`src/rtl/writeback_arbiter.sv`:
```
// Round-robin arbiter sharing the integer register-file write port among NUM_REQ
// writeback sources; the winning write is registered and presented one cycle later.
module writeback_arbiter #(
   parameter int NUM_REQ = 3,
   parameter int ADDR_W  = 5,
   parameter int DATA_W  = 32
) (
   input  logic                      clk,
   input  logic                      reset_n,
   input  logic                      hold,
   input  logic [NUM_REQ-1:0]        req_valid,
   output logic [NUM_REQ-1:0]        req_ready,
   input  logic [NUM_REQ*ADDR_W-1:0] req_addr,
   input  logic [NUM_REQ*DATA_W-1:0] req_data,
   output logic                      reg_wren,
   output logic [ADDR_W-1:0]         write_address,
   output logic [DATA_W-1:0]         write_data,
   output logic                      pend_valid
);

   localparam int PTR_W = (NUM_REQ > 1) ? $clog2(NUM_REQ) : 1;

   logic [PTR_W-1:0]   rr_ptr_r;
   logic [PTR_W-1:0]   grant_idx_s;
   logic [PTR_W-1:0]   next_ptr_s;
   logic               found_s;
   logic               xfer_s;
   logic [NUM_REQ-1:0] grant_s;
   logic [ADDR_W-1:0]  sel_addr_s;
   logic [DATA_W-1:0]  sel_data_s;

   // Scan requesters starting at rr_ptr and pick the first valid one
   always_comb begin
      logic [PTR_W:0]   sum_v;
      logic [PTR_W-1:0] idx_v;
      grant_idx_s = '0;
      found_s     = 1'b0;
      sum_v       = '0;
      idx_v       = '0;
      for (int k = 0; k < NUM_REQ; k++) begin
         sum_v = {1'b0, rr_ptr_r} + (PTR_W+1)'(k);
         if (sum_v >= (PTR_W+1)'(NUM_REQ)) begin
            idx_v = PTR_W'(sum_v - (PTR_W+1)'(NUM_REQ));
         end else begin
            idx_v = PTR_W'(sum_v);
         end
         if (!found_s && req_valid[idx_v]) begin
            found_s     = 1'b1;
            grant_idx_s = idx_v;
         end else begin
            found_s     = found_s;
            grant_idx_s = grant_idx_s;
         end
      end
   end

   // One-hot grant, suppressed by hold and while reset is asserted
   always_comb begin
      xfer_s  = found_s & ~hold & reset_n;
      grant_s = '0;
      if (xfer_s) begin
         grant_s[grant_idx_s] = 1'b1;
      end else begin
         grant_s = '0;
      end
      req_ready = grant_s;
   end

   // Winning write's payload and the pointer value following it
   always_comb begin
      sel_addr_s = req_addr[grant_idx_s*ADDR_W +: ADDR_W];
      sel_data_s = req_data[grant_idx_s*DATA_W +: DATA_W];
      if (grant_idx_s == PTR_W'(NUM_REQ-1)) begin
         next_ptr_s = '0;
      end else begin
         next_ptr_s = grant_idx_s + PTR_W'(1);
      end
   end

   // Output register and round-robin pointer; x0 writes occupy a slot but never enable the file
   always_ff @(posedge clk or negedge reset_n) begin
      if (!reset_n) begin
         rr_ptr_r      <= '0;
         reg_wren      <= 1'b0;
         pend_valid    <= 1'b0;
         write_address <= '0;
         write_data    <= '0;
      end else if (xfer_s) begin
         rr_ptr_r      <= next_ptr_s;
         reg_wren      <= (sel_addr_s != {ADDR_W{1'b0}});
         pend_valid    <= 1'b1;
         write_address <= sel_addr_s;
         write_data    <= sel_data_s;
      end else begin
         reg_wren      <= 1'b0;
         pend_valid    <= 1'b0;
      end
   end

endmodule

```
`config.mk`:
```
export PLATFORM = sky130hd
export DESIGN_NAME = writeback_arbiter
export DESIGN_NICKNAME = d
export VERILOG_FILES = /design/src/rtl/writeback_arbiter.sv
export SDC_FILE = /design/constraint.sdc
export NUM_CORES = 1
export LEC_CHECK = 0
export BUFFER_PORTS_ARGS = -buffer_cell sky130_fd_sc_hd__buf_2
export CORE_MARGIN = 2
export CORE_UTILIZATION = 45
export CTS_BUF_LIST = sky130_fd_sc_hd__clkbuf_4 sky130_fd_sc_hd__clkbuf_8 sky130_fd_sc_hd__clkbuf_16
export CTS_CLUSTER_DIAMETER = 100
export DETAILED_ROUTE_END_ITERATION = 8
export PLACE_DENSITY = 0.79
export REMOVE_ABC_BUFFERS = 1
export SLEW_MARGIN = 0
export SYNTH_ARGS = -nofsm -noshare
export SYNTH_HDL_FRONTEND = slang
export SYNTH_SLANG_ARGS = --single-unit
```
`constraint.sdc`:
```
create_clock -name clk -period 3.3 [get_ports clk]
set_input_delay 0.495 -clock clk [delete_from_list [all_inputs] [get_ports clk]]
set_output_delay 0.495 -clock clk [all_outputs]
set_load 0.05 [all_outputs]
```
==> flow_summary.json, run 1 <==
{
  "ant_nets": 0,
  "yosys_warnings": 0,
  "clk_pin_slew_ps": 80,
  "netlist_area_mm2": 0.00278,
  "initial_utilization_pct": 46.6,
  "drtIter0Drc": 103,
  "grt_pass1_wl_um": 12800,
  "overflow": 0,
  "postSynthAreaPerCell_um2": 8.78,
  "h-tree-depth": 2,
  "finalSetupViolCount": 0,
  "grt_max_degree": 42,
  "drc": 0,
  "finalHoldViolCount": 0,
  "firstDrtPassIters": 4,
  "clock_sinks": 41,
  "worstPathArrival_ps": 2670,
  "netlist_instances": 316,
  "endpoint_kind": "output port",
  "path_buf_inv": 2,
  "path_cells": "inv_1 -> ha_2 -> mux2i_4 -> o21ai_2 -> o31ai_4 -> a21oi_4 -> nor3_1 -> clkbuf_4",
  "synth-edff-count": 0,
  "critPathKind": "reg -> out",
  "multiInputGateArea_mm2": 0.00163,
  "worstPathRequired_ps": 2800,
  "peakVddDrop_uv": 586,
  "critPathTopFamily": "compound AO/OA/AOI/OAI gates",
  "numCtsBuffers": 5,
  "first_global_vias": 2784,
  "fin_nets": 583,
  "drt_wl_total_um": 8450,
  "hpwl_um": 6020,
  "power.density_mw_per_mm2": 1150,
  "p_leak_nw": 1.90,
  "slew_viol_final": 0,
  "antenna_found_initial": 0,
  "crit_path_top_delay_cell": "dfrtp_1",
  "cts_tree": "done",
  "worst_slew_pin_slew_ps": 522,
  "cp_max_fo": 15,
  "synth-seq-cells": 41,
  "routedWlPerCell_um": 15.7,
  "fp.dieW_um": 82.5,
  "antenna_cells": 0,
  "total_power_mw": 4.31,
  "async_reset_ff_share_pct": 100,
  "io_buffer_count": 158,
  "synth.distinct_cells": 46,
  "place.gp.congestion": 0.915,
  "die_area_mm2": 0.00681,
  "dpl_cell_area_mm2": 0.00359,
  "insertion_delay_ps": 290,
  "design_area_mm2": 0.00376,
  "fp-row-count": 28,
  "ctsHoldBuffers": 0,
  "area_growth_pct": 35.4,
  "relSlewSlack_pct": 65.2,
  "maxCapViolations": 0,
  "fillCellCount": 541,
  "via_per_inst": 5.54,
  "register_area_mm2": 0.00103,
  "timing.fmax_mhz": 316,
  "tns_ps": 0,
  "cp_slowest_stage_delay_ps": 430,
  "ys_seq_area_share_pct": 37.0,
  "clockBufferDepth": 2,
  "finalClockSkew_ps": 5.27,
  "cp-start-kind": "register",
  "vias": 2979,
  "die_h_um": 82.5,
  "hold_ws_ps": 297,
  "fp.coreArea_mm2": 0.00596,
  "hp-class": "in -> async",
  "post-route-period-util_pct": 95.9,
  "finalCriticalPeriod_ps": 3160,
  "drive_above_1_share_pct": 45.6,
  "outcome": "completed",
  "synthFlopType": "dfrtp_1",
  "pin_count": 159,
  "grt_usage_pct": 24.6,
  "clock-root-buffer": "clkbuf_8"
}
-- cells in the mapped netlist (2+ instances only) --
| cell type | count | share of area, % |
|---|---|---|
| ha_1 | 4 | 1.8 |
| a211oi_1 | 29 | 7.8 |
| a21oi_1 | 3 | 0.54 |
| buf_4 | 5 | 1.4 |
| dfrtp_1 | 41 | 37 |
| nor2_1 | 33 | 4.5 |
| a211oi_2 | 7 | 3.2 |
| o31ai_1 | 27 | 7.3 |
| nand2_1 | 42 | 5.7 |
| buf_8 | 2 | 1.1 |
| clkbuf_1 | 14 | 1.9 |
| and3_1 | 36 | 8.1 |
| mux2i_1 | 3 | 1.1 |
| o21ai_0 | 7 | 1.3 |
| inv_1 | 3 | 0.41 |
| o21ai_1 | 2 | 0.36 |
| nand3b_1 | 2 | 0.54 |
| buf_2 | 6 | 1.1 |
| nor3_1 | 3 | 0.54 |
| buf_1 | 2 | 0.27 |
| nor2_2 | 7 | 1.6 |
| nor2b_1 | 5 | 1.1 |
| o31ai_2 | 10 | 4.5 |
-- layer usage --
layer	track usage (%)	vias up	wire (um)
met4	5.74	0	40
met3	5.54	4	569
met5	0	-	0
met1	28.4	1398	3530
met2	45.8	124	4310
li1	-	1453	-
-- stage by stage --
step	setup slack, ps	std cells	utilization [%]
after floorplan	-4610	286	-
after global placement	347	529	60.3
after detailed placement	208	529	60.3
after CTS	3.47	537	62.4
after global routing	-11.5	538	63.1
final	135	538	63.1
-- flip-flops by register name (all words and copies together), names as in the netlist --
register	cells
write_data	32
write_address	5
rr_ptr_r	2
pend_valid	1
reg_wren	1
-- power by group --
part	internal [mW]	leakage, nW	switching [mW]	total, mW
clock	0.255	0.0619	0.172	0.427
sequential	0.738	0.510	0.123	0.862
combinational	0.906	1.33	2.12	3.03
-- repair_timing --
item,in CTS,in global routing
setup buffers,0,1
gates cloned,0,0
pin swaps,0,1
endpoints found under the setup margin,2,3
resized for setup,1,7
-- worst register-to-register path, cell delays in order (launching register included) --
cell	delay [ps]
dfrtp_1	410
inv_1	90
ha_2	450
nand2_1	110
o221ai_1	300
o31ai_4	160
a21oi_4	460
buf_4	400
a211oi_1	100
o31ai_1	230
-- placed cells by master, fill, tap and decap left out, types with 2 or more instances in the layout --
cell,synthesis,layout
and3_1,36,36
inv_1,3,3
a21oi_1,3,2
a211oi_1,29,29
nor2_2,7,7
o21ai_0,7,6
mux2i_1,3,2
nand2_1,42,42
nor2_1,33,33
clkbuf_8,0,6
buf_4,5,11
clkbuf_4,0,3
o31ai_2,10,9
a211oi_2,7,7
dfrtp_1,41,41
buf_2,6,156
nand3b_1,2,2
o31ai_1,27,27
nor2b_1,5,5
ha_2,0,2
ha_1,4,2
nor3_1,3,3
o21ai_1,2,2
-- final timing paths --
check / start / to / slack (ps) / cells after the start
max in group asynchronous: reset_n / reg_wren / 2640 / 2
worst max-delay path: rr_ptr_r[1] / req_ready[0] / 140 / 8
min in group clk: write_data[22] / write_data[22] / 480 / 2
worst min register to register: write_data[22] / write_data[22] / 480 / 2
worst min-delay path: reset_n / write_data[19] / 300 / 2
worst max register to register: rr_ptr_r[0] / write_data[7] / 500 / 9
-- cell type report --
class	count	area share, %
timing repair buffer	169	23.4
tap	75	2.50
multi-input combinational	242	43.3
inverter	3	0.300
clock buffer	7	2.40
clock inverter	1	0.799
sequential	41	27.3
-- cells by family (layout without fill, tap and decap cells) --
logic type,Yosys count,in the layout,synth area share (%)
AOI/OAI and AO/OA,100,100,29.8
adders and majority gates,4,4,1.80
buffers and inverters,33,180,6.49
DFF,41,41,37.0
muxes,3,3,1.08
and+or+nand+nor,135,135,23.8
Power figures use the tool's default switching activity.
==> run 2, diff against run 1 <==
--- a/config.mk
+++ b/config.mk
@@ -6,12 +6,14 @@
 export NUM_CORES = 1
 export LEC_CHECK = 0
 export BUFFER_PORTS_ARGS = -buffer_cell sky130_fd_sc_hd__buf_2
+export CELL_PAD_IN_SITES_DETAIL_PLACEMENT = 0
+export CELL_PAD_IN_SITES_GLOBAL_PLACEMENT = 2
 export CORE_MARGIN = 2
-export CORE_UTILIZATION = 45
+export CORE_UTILIZATION = 24
 export CTS_BUF_LIST = sky130_fd_sc_hd__clkbuf_4 sky130_fd_sc_hd__clkbuf_8 sky130_fd_sc_hd__clkbuf_16
 export CTS_CLUSTER_DIAMETER = 100
 export DETAILED_ROUTE_END_ITERATION = 8
-export PLACE_DENSITY = 0.79
+export PLACE_DENSITY = 0.78
 export REMOVE_ABC_BUFFERS = 1
 export SLEW_MARGIN = 0
 export SYNTH_ARGS = -nofsm -noshare
==> flow_summary.json, run 2 (synthesis results as in run 1) <==
{
  "insertion_delay_ps": 280,
  "hp-class": "in -> async",
  "die_h_um": 112,
  "timing.fmax_mhz": 324,
  "vias": 2884,
  "crit_path_top_delay_cell": "dfrtp_1",
  "drtIter0Drc": 153,
  "drive_above_1_share_pct": 45.6,
  "rr_worst_depth": 9,
  "r2r-end": "write_data[10]",
  "rsz0062_at_grt": "false",
  "finalSetupViolCount": 0,
  "power.density_mw_per_mm2": 1140,
  "cp_slowest_stage_delay_ps": 410,
  "dpl_cell_area_mm2": 0.00368,
  "ctsHoldBuffers": 0,
  "outcome": "completed",
  "grt_usage_pct": 14.8,
  "largest_reg_flops": 32,
  "r2r_start": "rr_ptr_r[1]",
  "p_leak_nw": 1.93,
  "slew_viol_final": 0,
  "via_per_inst": 4.76,
  "peakVddDrop_uv": 511,
  "design_area_mm2": 0.00389,
  "ant_nets": 0,
  "maxCapViolations": 0,
  "setup_ws_ps": 213,
  "routedWlPerCell_um": 15.3,
  "clockBufferDepth": 2,
  "hpwl_um": 6980,
  "area_growth_pct": 40.1,
  "fp.coreArea_mm2": 0.0114,
  "relSlewSlack_pct": 62.6,
  "clock-root-buffer": "clkbuf_16",
  "grt_max_degree": 45,
  "reg.largest.list": "write_data x32, write_address x5, rr_ptr_r x2",
  "fp.dieW_um": 112,
  "grt_pass1_wl_um": 15100,
  "worstPathRequired_ps": 2800,
  "finalClockSkew_ps": 5.78,
  "path_cells": "inv_1 -> ha_2 -> mux2i_2 -> o21ai_2 -> o31ai_4 -> a21oi_4 -> nor3_1 -> buf_2",
  "firstDrtPassIters": 4,
  "overflow": 0,
  "cp_max_fo": 7,
  "worst_slew_pin_slew_ps": 561,
  "drc": 0,
  "worstPathArrival_ps": 2590,
  "post-route-period-util_pct": 93.5,
  "antenna_cells": 0,
  "final_cell_mix": "buf_2 (157), nand2_1 (42), dfrtp_1 (41), and3_1 (36), nor2_1 (33)",
  "antenna_found_initial": 0,
  "die_area_mm2": 0.0124,
  "finalHoldViolCount": 0,
  "layout_commonest_cell": "buf_2",
  "dp_slack_ps": 304,
  "cp-start-kind": "register",
  "top_register": "write_data",
  "endpoint_kind": "output port",
  "fp-row-count": 39,
  "initial_utilization_pct": 24.4,
  "hold_ws_ps": 320,
  "place.gp.congestion": 0.781,
  "first_global_vias": 2924,
  "drt_wl_total_um": 9260,
  "io_buffer_count": 158,
  "critPathKind": "reg -> out",
  "clock_sinks": 41,
  "clk_pin_slew_ps": 60,
  "fillCellCount": 1227,
  "fin_nets": 583,
  "numCtsBuffers": 5,
  "cts_tree": "done",
  "h-tree-depth": 2,
  "finalCriticalPeriod_ps": 3090,
  "rrSetupSlack_ps": 580,
  "pin_count": 159
}
==> run 2: cell types whose count changed in the layout (fill, tap and decap cells not counted) <==
cell	delta
clkbuf_16	+5
clkbuf_8	-5
buf_2	+1
clkbuf_4	-1
mux2i_2	+1
mux2i_4	-1
==> run 2: through the flow <==
| step | util, % | setup TNS (ps) | power (mW) | std cells |
|---|---|---|---|---|
| after global placement | 32.4 | 0 | 3.84 | 598 |
| after floorplan | - | -143280 | 3.04 | 286 |
| after detailed placement | 32.4 | 0 | 3.87 | 598 |
| after global routing | 34.2 | 0 | 4.79 | 606 |
| after CTS | 34.0 | 0 | 4.49 | 606 |
| final | 34.2 | 0 | 4.45 | 606 |
==> run 2: final cells by class <==
type | count | area [um^2] | share of cell area (%)
Timing Repair Buffer | 169 | 876 | 22.5
Multi-Input combinational cell | 242 | 1620 | 41.7
Clock buffer | 7 | 146 | 3.76
Tap cell | 143 | 179 | 4.60
Clock inverter | 1 | 30.0 | 0.772
Inverter | 3 | 11.3 | 0.290
Sequential cell | 41 | 1030 | 26.4
==> run 2: critical path: cells and delay by family, from the launching register on <==
family                   cells  cell delay (ps)
AO/OA/AOI/OAI                3              640
buffers and inverters        2              410
flip-flops                   1              410
multiplexers                 1              370
adder cells (fa/ha/maj)      1              290
AND/OR/NAND/NOR              1              200
==> run 2: repair_timing <==
action                                  CTS  global route
resized for setup                         1             5
endpoints found under the setup margin    1             2
buffers inserted                          0             0
hold endpoints to repair                  0             0
==> run 2: power breakdown <==
| group | switching [mW] | internal [mW] | leakage, nW | total (mW) |
|---|---|---|---|---|
| Clock | 0.190 | 0.386 | 0.0875 | 0.576 |
| Sequential | 0.119 | 0.740 | 0.510 | 0.859 |
| Combinational | 2.11 | 0.904 | 1.33 | 3.01 |
==> run 2: worst max path at each step <==
| stage | from | end | slack, ps | depth (start not counted) |
|---|---|---|---|---|
| final | rr_ptr_r[1] | req_ready[1] | 210 | 8 |
| after global routing | rr_ptr_r[1] | req_ready[0] | 40 | 8 |
| after CTS | rr_ptr_r[0] | req_ready[1] | 100 | 8 |
| after detailed placement | rr_ptr_r[1] | req_ready[1] | 300 | 8 |
| after global placement | rr_ptr_r[1] | req_ready[1] | 410 | 8 |
| after floorplan | rr_ptr_r[0] | req_ready[0] | -4610 | 7 |
==> run 2: per-layer routing <==
| metal | up-vias | global-route usage (%) | share of wire (%) |
|---|---|---|---|
| li1 | 1449 | - | - |
| met1 | 1317 | 18.7 | 44 |
| met2 | 112 | 25.3 | 47 |
| met3 | 6 | 4.30 | 7.8 |
| met4 | 0 | 3.21 | 1.2 |
| met5 | - | 0 | 0 |
